==> config.mk <==
export PLATFORM = sky130hd
export DESIGN_NAME = sbqm_teller_dispatch
export DESIGN_NICKNAME = d
export VERILOG_FILES = /design/src/rtl/sbqm_teller_dispatch.sv
export SDC_FILE = /design/constraint.sdc
export NUM_CORES = 1
export LEC_CHECK = 0
export ABC_AREA = 1
export BUFFER_PORTS_ARGS = -buffer_cell sky130_fd_sc_hd__buf_4
export CAP_MARGIN = 20
export CORE_UTILIZATION = 47
export DETAILED_ROUTE_END_ITERATION = 6
export GPL_TIMING_DRIVEN = 1
export PLACE_DENSITY = 0.72
export SETUP_SLACK_MARGIN = 0.02
export SLEW_MARGIN = 0
export SYNTH_ARGS = -nofsm -noshare
export SYNTH_HDL_FRONTEND = slang
export SYNTH_SLANG_ARGS = --single-unit
==> constraint.sdc <==
create_clock -name clk -period 1.8 [get_ports clk]
set_clock_uncertainty 0.1 [all_clocks]
set_input_delay 0.36 -clock clk [delete_from_list [all_inputs] [get_ports clk]]
set_output_delay 0.36 -clock clk [all_outputs]
set_load 0.01 [all_outputs]
==> src/rtl/sbqm_teller_dispatch.sv <==
// sbqm_teller_dispatch: hands customers from the single bank queue to T teller
// windows. A free, ready teller is picked round-robin, its call lamp is lit and
// the call holds until the customer crosses the end photocell, the teller closes
// the window, or the call times out. Each teller is tracked as IDLE/SERVING.
//
// Optional build macro: SBQM_SERVED_STATS_EN adds the served_total and
// noshow_total saturating counters together with their output ports.
module sbqm_teller_dispatch #(
   parameter int unsigned N            = 3,
   parameter int unsigned T            = 3,
   parameter int unsigned TO_W         = 8,
   parameter int unsigned CALL_TIMEOUT = 200
) (
   input  logic                     clk,
   input  logic                     reset_n,
   input  logic                     empty,
   input  logic [N-1:0]             Pcout,
   input  logic                     pass_end,
   input  logic [T-1:0]             teller_req,
   input  logic [T-1:0]             teller_done,
   output logic [T-1:0]             call,
   output logic [$clog2(T)-1:0]     call_id,
   output logic [T-1:0]             serving,
   output logic                     timeout,
   output logic [$clog2(T+1)-1:0]   busy_cnt
`ifdef SBQM_SERVED_STATS_EN
   ,
   output logic [15:0]              served_total,
   output logic [7:0]               noshow_total
`endif
);

   localparam int unsigned CW = $clog2(T);
   localparam int unsigned BW = $clog2(T + 1);
   localparam logic [T-1:0] CallLsb = {{(T - 1){1'b0}}, 1'b1};
   localparam logic [TO_W-1:0] TimerLast = TO_W'(CALL_TIMEOUT - 1);

   typedef enum logic [0:0] {StIdle, StCall} state_e;

   state_e         state_q;
   logic [CW-1:0]  rr_ptr_q;
   logic [TO_W-1:0] timer_q;

   logic [T-1:0]   elig;
   logic           pick_valid;
   logic [CW-1:0]  pick;
   logic [CW-1:0]  next_ptr;
   logic [T-1:0]   serving_d;
   logic [BW-1:0]  busy_d;

   // Occupancy is informational only; the empty flag alone gates a new call.
   logic unused_pcout;
   assign unused_pcout = ^Pcout;

   // Circular first-set search of the eligible tellers, starting at rr_ptr.
   always_comb begin
      int unsigned idx;
      idx        = 0;
      elig       = teller_req & ~serving;
      pick_valid = 1'b0;
      pick       = '0;
      for (int unsigned k = 0; k < T; k++) begin
         idx = 32'(rr_ptr_q) + k;
         if (idx >= T) begin
            idx = idx - T;
         end
         if (!pick_valid && elig[CW'(idx)]) begin
            pick_valid = 1'b1;
            pick       = CW'(idx);
         end
      end
   end

   // Pointer advances past the teller whose call just ended (served or no-show).
   always_comb begin
      next_ptr = (call_id == CW'(T - 1)) ? '0 : call_id + 1'b1;
   end

   // Service flags: done pulses clear first, an accepted pass_end sets last so
   // a simultaneous done+pass_end on the called teller leaves it SERVING.
   always_comb begin
      serving_d = serving & ~teller_done;
      if (state_q == StCall && pass_end) begin
         serving_d[call_id] = 1'b1;
      end
      busy_d = '0;
      for (int unsigned i = 0; i < T; i++) begin
         busy_d = busy_d + BW'(serving_d[i]);
      end
   end

   // Dispatch FSM with all outputs held in flops.
   always_ff @(posedge clk or negedge reset_n) begin
      if (!reset_n) begin
         state_q      <= StIdle;
         rr_ptr_q     <= '0;
         timer_q      <= '0;
         call         <= '0;
         call_id      <= '0;
         serving      <= '0;
         timeout      <= 1'b0;
         busy_cnt     <= '0;
`ifdef SBQM_SERVED_STATS_EN
         served_total <= '0;
         noshow_total <= '0;
`endif
      end else begin
         timeout  <= 1'b0;
         serving  <= serving_d;
         busy_cnt <= busy_d;
         case (state_q)
            StIdle: begin
               if (!empty && pick_valid) begin
                  call    <= CallLsb << pick;
                  call_id <= pick;
                  timer_q <= '0;
                  state_q <= StCall;
               end
            end
            StCall: begin
               if (pass_end) begin
                  call     <= '0;
                  rr_ptr_q <= next_ptr;
                  state_q  <= StIdle;
`ifdef SBQM_SERVED_STATS_EN
                  if (served_total != 16'hFFFF) begin
                     served_total <= served_total + 16'd1;
                  end
`endif
               end else if (!teller_req[call_id]) begin
                  // Window closed while being called: drop quietly, same start point.
                  call    <= '0;
                  state_q <= StIdle;
               end else if (timer_q == TimerLast) begin
                  timeout  <= 1'b1;
                  call     <= '0;
                  rr_ptr_q <= next_ptr;
                  state_q  <= StIdle;
`ifdef SBQM_SERVED_STATS_EN
                  if (noshow_total != 8'hFF) begin
                     noshow_total <= noshow_total + 8'd1;
                  end
`endif
               end else begin
                  timer_q <= timer_q + 1'b1;
               end
            end
            default: begin
               call    <= '0;
               state_q <= StIdle;
            end
         endcase
      end
   end

endmodule

==> results.txt <==
Worst endpoint required time = 1.89 ns
ANT cells = 0
Die Wd = 55.3 µm
Layout cells sized above 1 = 31.5%
Pin count of the biggest net entering global routing = 23
Commonest non-fill, non-tap cells in the layout = nand2_1, buf_4, dfrtp_1
Core ar. = 2590 µm²
Slew headroom = 80.9%
Clock Latency Late Sink = 0.30 ns
VDD IR max = 922 µV
CTS tree = yes
Fin Hold WS = 0.114 ns
RSZ-0062 raised after global routing = yes
Nets = 236
Fmax = 543 MHz
Violation count after the first detailed-routing iteration = 46
Net Count, Synth = 197
Cells after Synth = 179
Worst-path fanout max = 5
Worst Reg-to-Reg Cells = 11
CP endpoint kind = flop
Area after DPL = 1580 µm²
Worst-Margin Slew = 0.286 ns
First-pass GRT wire length = 5.49 mm
Worst Hold Depth = 2
Storage cell area = 551 µm²
Final worst slack = -0.0406 ns
Setup violators final = 10
GPL Wtd Cong = 0.951
Leak = 0.944 nW
Netlist Area Pre-Place = 1340 µm²
Bufs on Longest Clock Path = 2
Drc violations = 0
Area Growth Syn to Fin = 31.8%
Design Power = 0.00248 W
Worst slack, placed = -0.0832 ns
Power Density = 1410 nW/µm²
Root Driver = clkbuf_4
Reg2Reg Setup Slack = -0.04 ns
Critical path type = reg2reg
Vias per cell = 5.23
DP HPWL = 2.37 mm
Reg clk slew, reported paths = 0.12 ns
Final WL = 3.20 mm
Final Hold Viols = 0
Vias in the first global route = 1333
Final Cycle Share = 102%
Routed Antenna Nets = 0
Max Cap Viol = 0
Top-level I/O count = 24
Hold WC Path Type = in2reg
H-tree levels = 1
#FFs+latches synth = 22
Post-synthesis sequential area ratio = 41.2%
# rows = 18
DRT Pass-1 Iters = 4
Clock sink count = 22
Antenna violations before repair = 0
Worst Path Arrival = 1.94 ns
Commonest non-fill, non-tap cell in the layout = nand2_1
Synth warn = 0
Die Ht = 55.3 µm
Total Die Area = 3060 µm²
Initial Util = 51.6%
Area of the multi-input gates = 763 µm²
Total CTS buffers = 3
Yosys cell types = 26
Violated checks = negative setup slack
Vias after detailed routing = 1287
CP Launch Type = flop
Syn Area/Cell = 7.47 µm²
GRT overflow = 0
PortBufs = 20
Max-slew violations = 0
Fill cells = 216
Minimum clock period = 1.84 ns
Utilization after layout = 68.0%
GRT Resource Usage Total = 22.2%
Post-DR wirelength/cell = 13.0 µm
Run status = complete, but fails checks
Fin area = 1760 µm²
[cells in the mapped netlist]
cell type / number / area share [%]
nand3_4: 1 / 1.3
nand3_2: 2 / 1.5
nand3b_1: 1 / 0.56
a31oi_1: 1 / 0.47
fa_1: 1 / 1.5
o21ai_1: 5 / 1.9
o211ai_1: 1 / 0.56
buf_2: 1 / 0.37
nand2_2: 3 / 1.4
inv_1: 20 / 5.6
nand2_1: 52 / 15
nor2_1: 19 / 5.3
dfrtp_1: 22 / 41
clkinv_1: 1 / 0.28
ha_1: 4 / 3.7
a21oi_4: 1 / 1.2
nand4_1: 4 / 1.9
xor2_1: 4 / 2.6
inv_2: 6 / 1.7
a21oi_1: 1 / 0.37
buf_6: 1 / 0.84
o21a_1: 2 / 1.1
nor3b_1: 1 / 0.56
nor3_1: 1 / 0.37
o21ai_0: 2 / 0.75
nand3_1: 22 / 8.2
[logic make-up after synthesis]
logic type                 count (synthesis)  share of synthesized area [%]
DFF                                       22                           41.2
buffers and inverters                     29                           8.80
adders and majority gates                  5                           5.24
xor gates and xnor gates                   4                           2.62
and+or+nand+nor                          106                           35.8
AOI/OAI and AO/OA                         13                           6.37
[per-stage QoR]
| stage | cells | TNS [ns] |
|---|---|---|
| 2_1_floorplan | 179 | 0 |
| 3_3_place_gp | 237 | -0.170 |
| 3_5_place_dp | 237 | -0.607 |
| 4_1_cts | 245 | -0.0969 |
| 5_1_grt | 246 | -1.41 |
| 6_report | 246 | -0.273 |
[critical path, cell delays in order, from the launching register on]
cell and delay, ns:
dfrtp_1 0.46, ha_4 0.34, inv_4 0.05, nand3_2 0.08, nand2_2 0.07, a21oi_4 0.17, buf_6 0.12, nand4_1 0.09
nand2_2 0.11, nor2_1 0.05, nand2_1 0.05, nand2_1 0.05
[layer usage]
layer,share of wire [%],vias up,track usage [%]
li1,-,643,-
met1,42,608,27.2
met2,54,28,40.1
met3,2.5,8,1.64
met4,2.4,0,9.29
met5,0,-,0
[state kept, by name, summed over array words and instances (netlist names)]
register / flops
busy_cnt: 2
call: 3
call_id: 2
rr_ptr_q: 2
serving: 3
state_q: 1
timeout: 1
timer_q: 8
[path summary, 6_finish.rpt]
| check | end | from |
|---|---|---|
| worst min register to register | call[0] | call[0] |
| min in group asynchronous | timer_q[7] | reset_n |
| max in group asynchronous | call[2] | reset_n |
| worst max register to register | call[0] | rr_ptr_q[1] |
| worst min-delay path | timeout | pass_end |
| worst max-delay path | call[0] | rr_ptr_q[1] |
[final cells by class]
type	instances	area share [%]
flip-flops and latches	22	31.2
multi-input cells	128	43.3
clock buffers	3	1.28
well taps	30	2.13
inverters	27	5.89
repair buffers	36	16.1
[power by group]
part	total (W)	internal, W	leakage (nW)	switching, W
sequential	0.000687	0.000602	0.297	0.0000855
clock	0.000214	0.0000779	0.0138	0.000137
combinational	0.00158	0.000694	0.634	0.000888
[what timing repair did]
item,CTS,global route
pin swaps,8,6
setup buffers,4,1
endpoints found under the hold margin,22,0
gates cloned,0,0
hold buffers,1,0
gates resized for setup,15,12
setup endpoints to repair,14,14
Note: power is estimated with default switching activity, not from simulation.
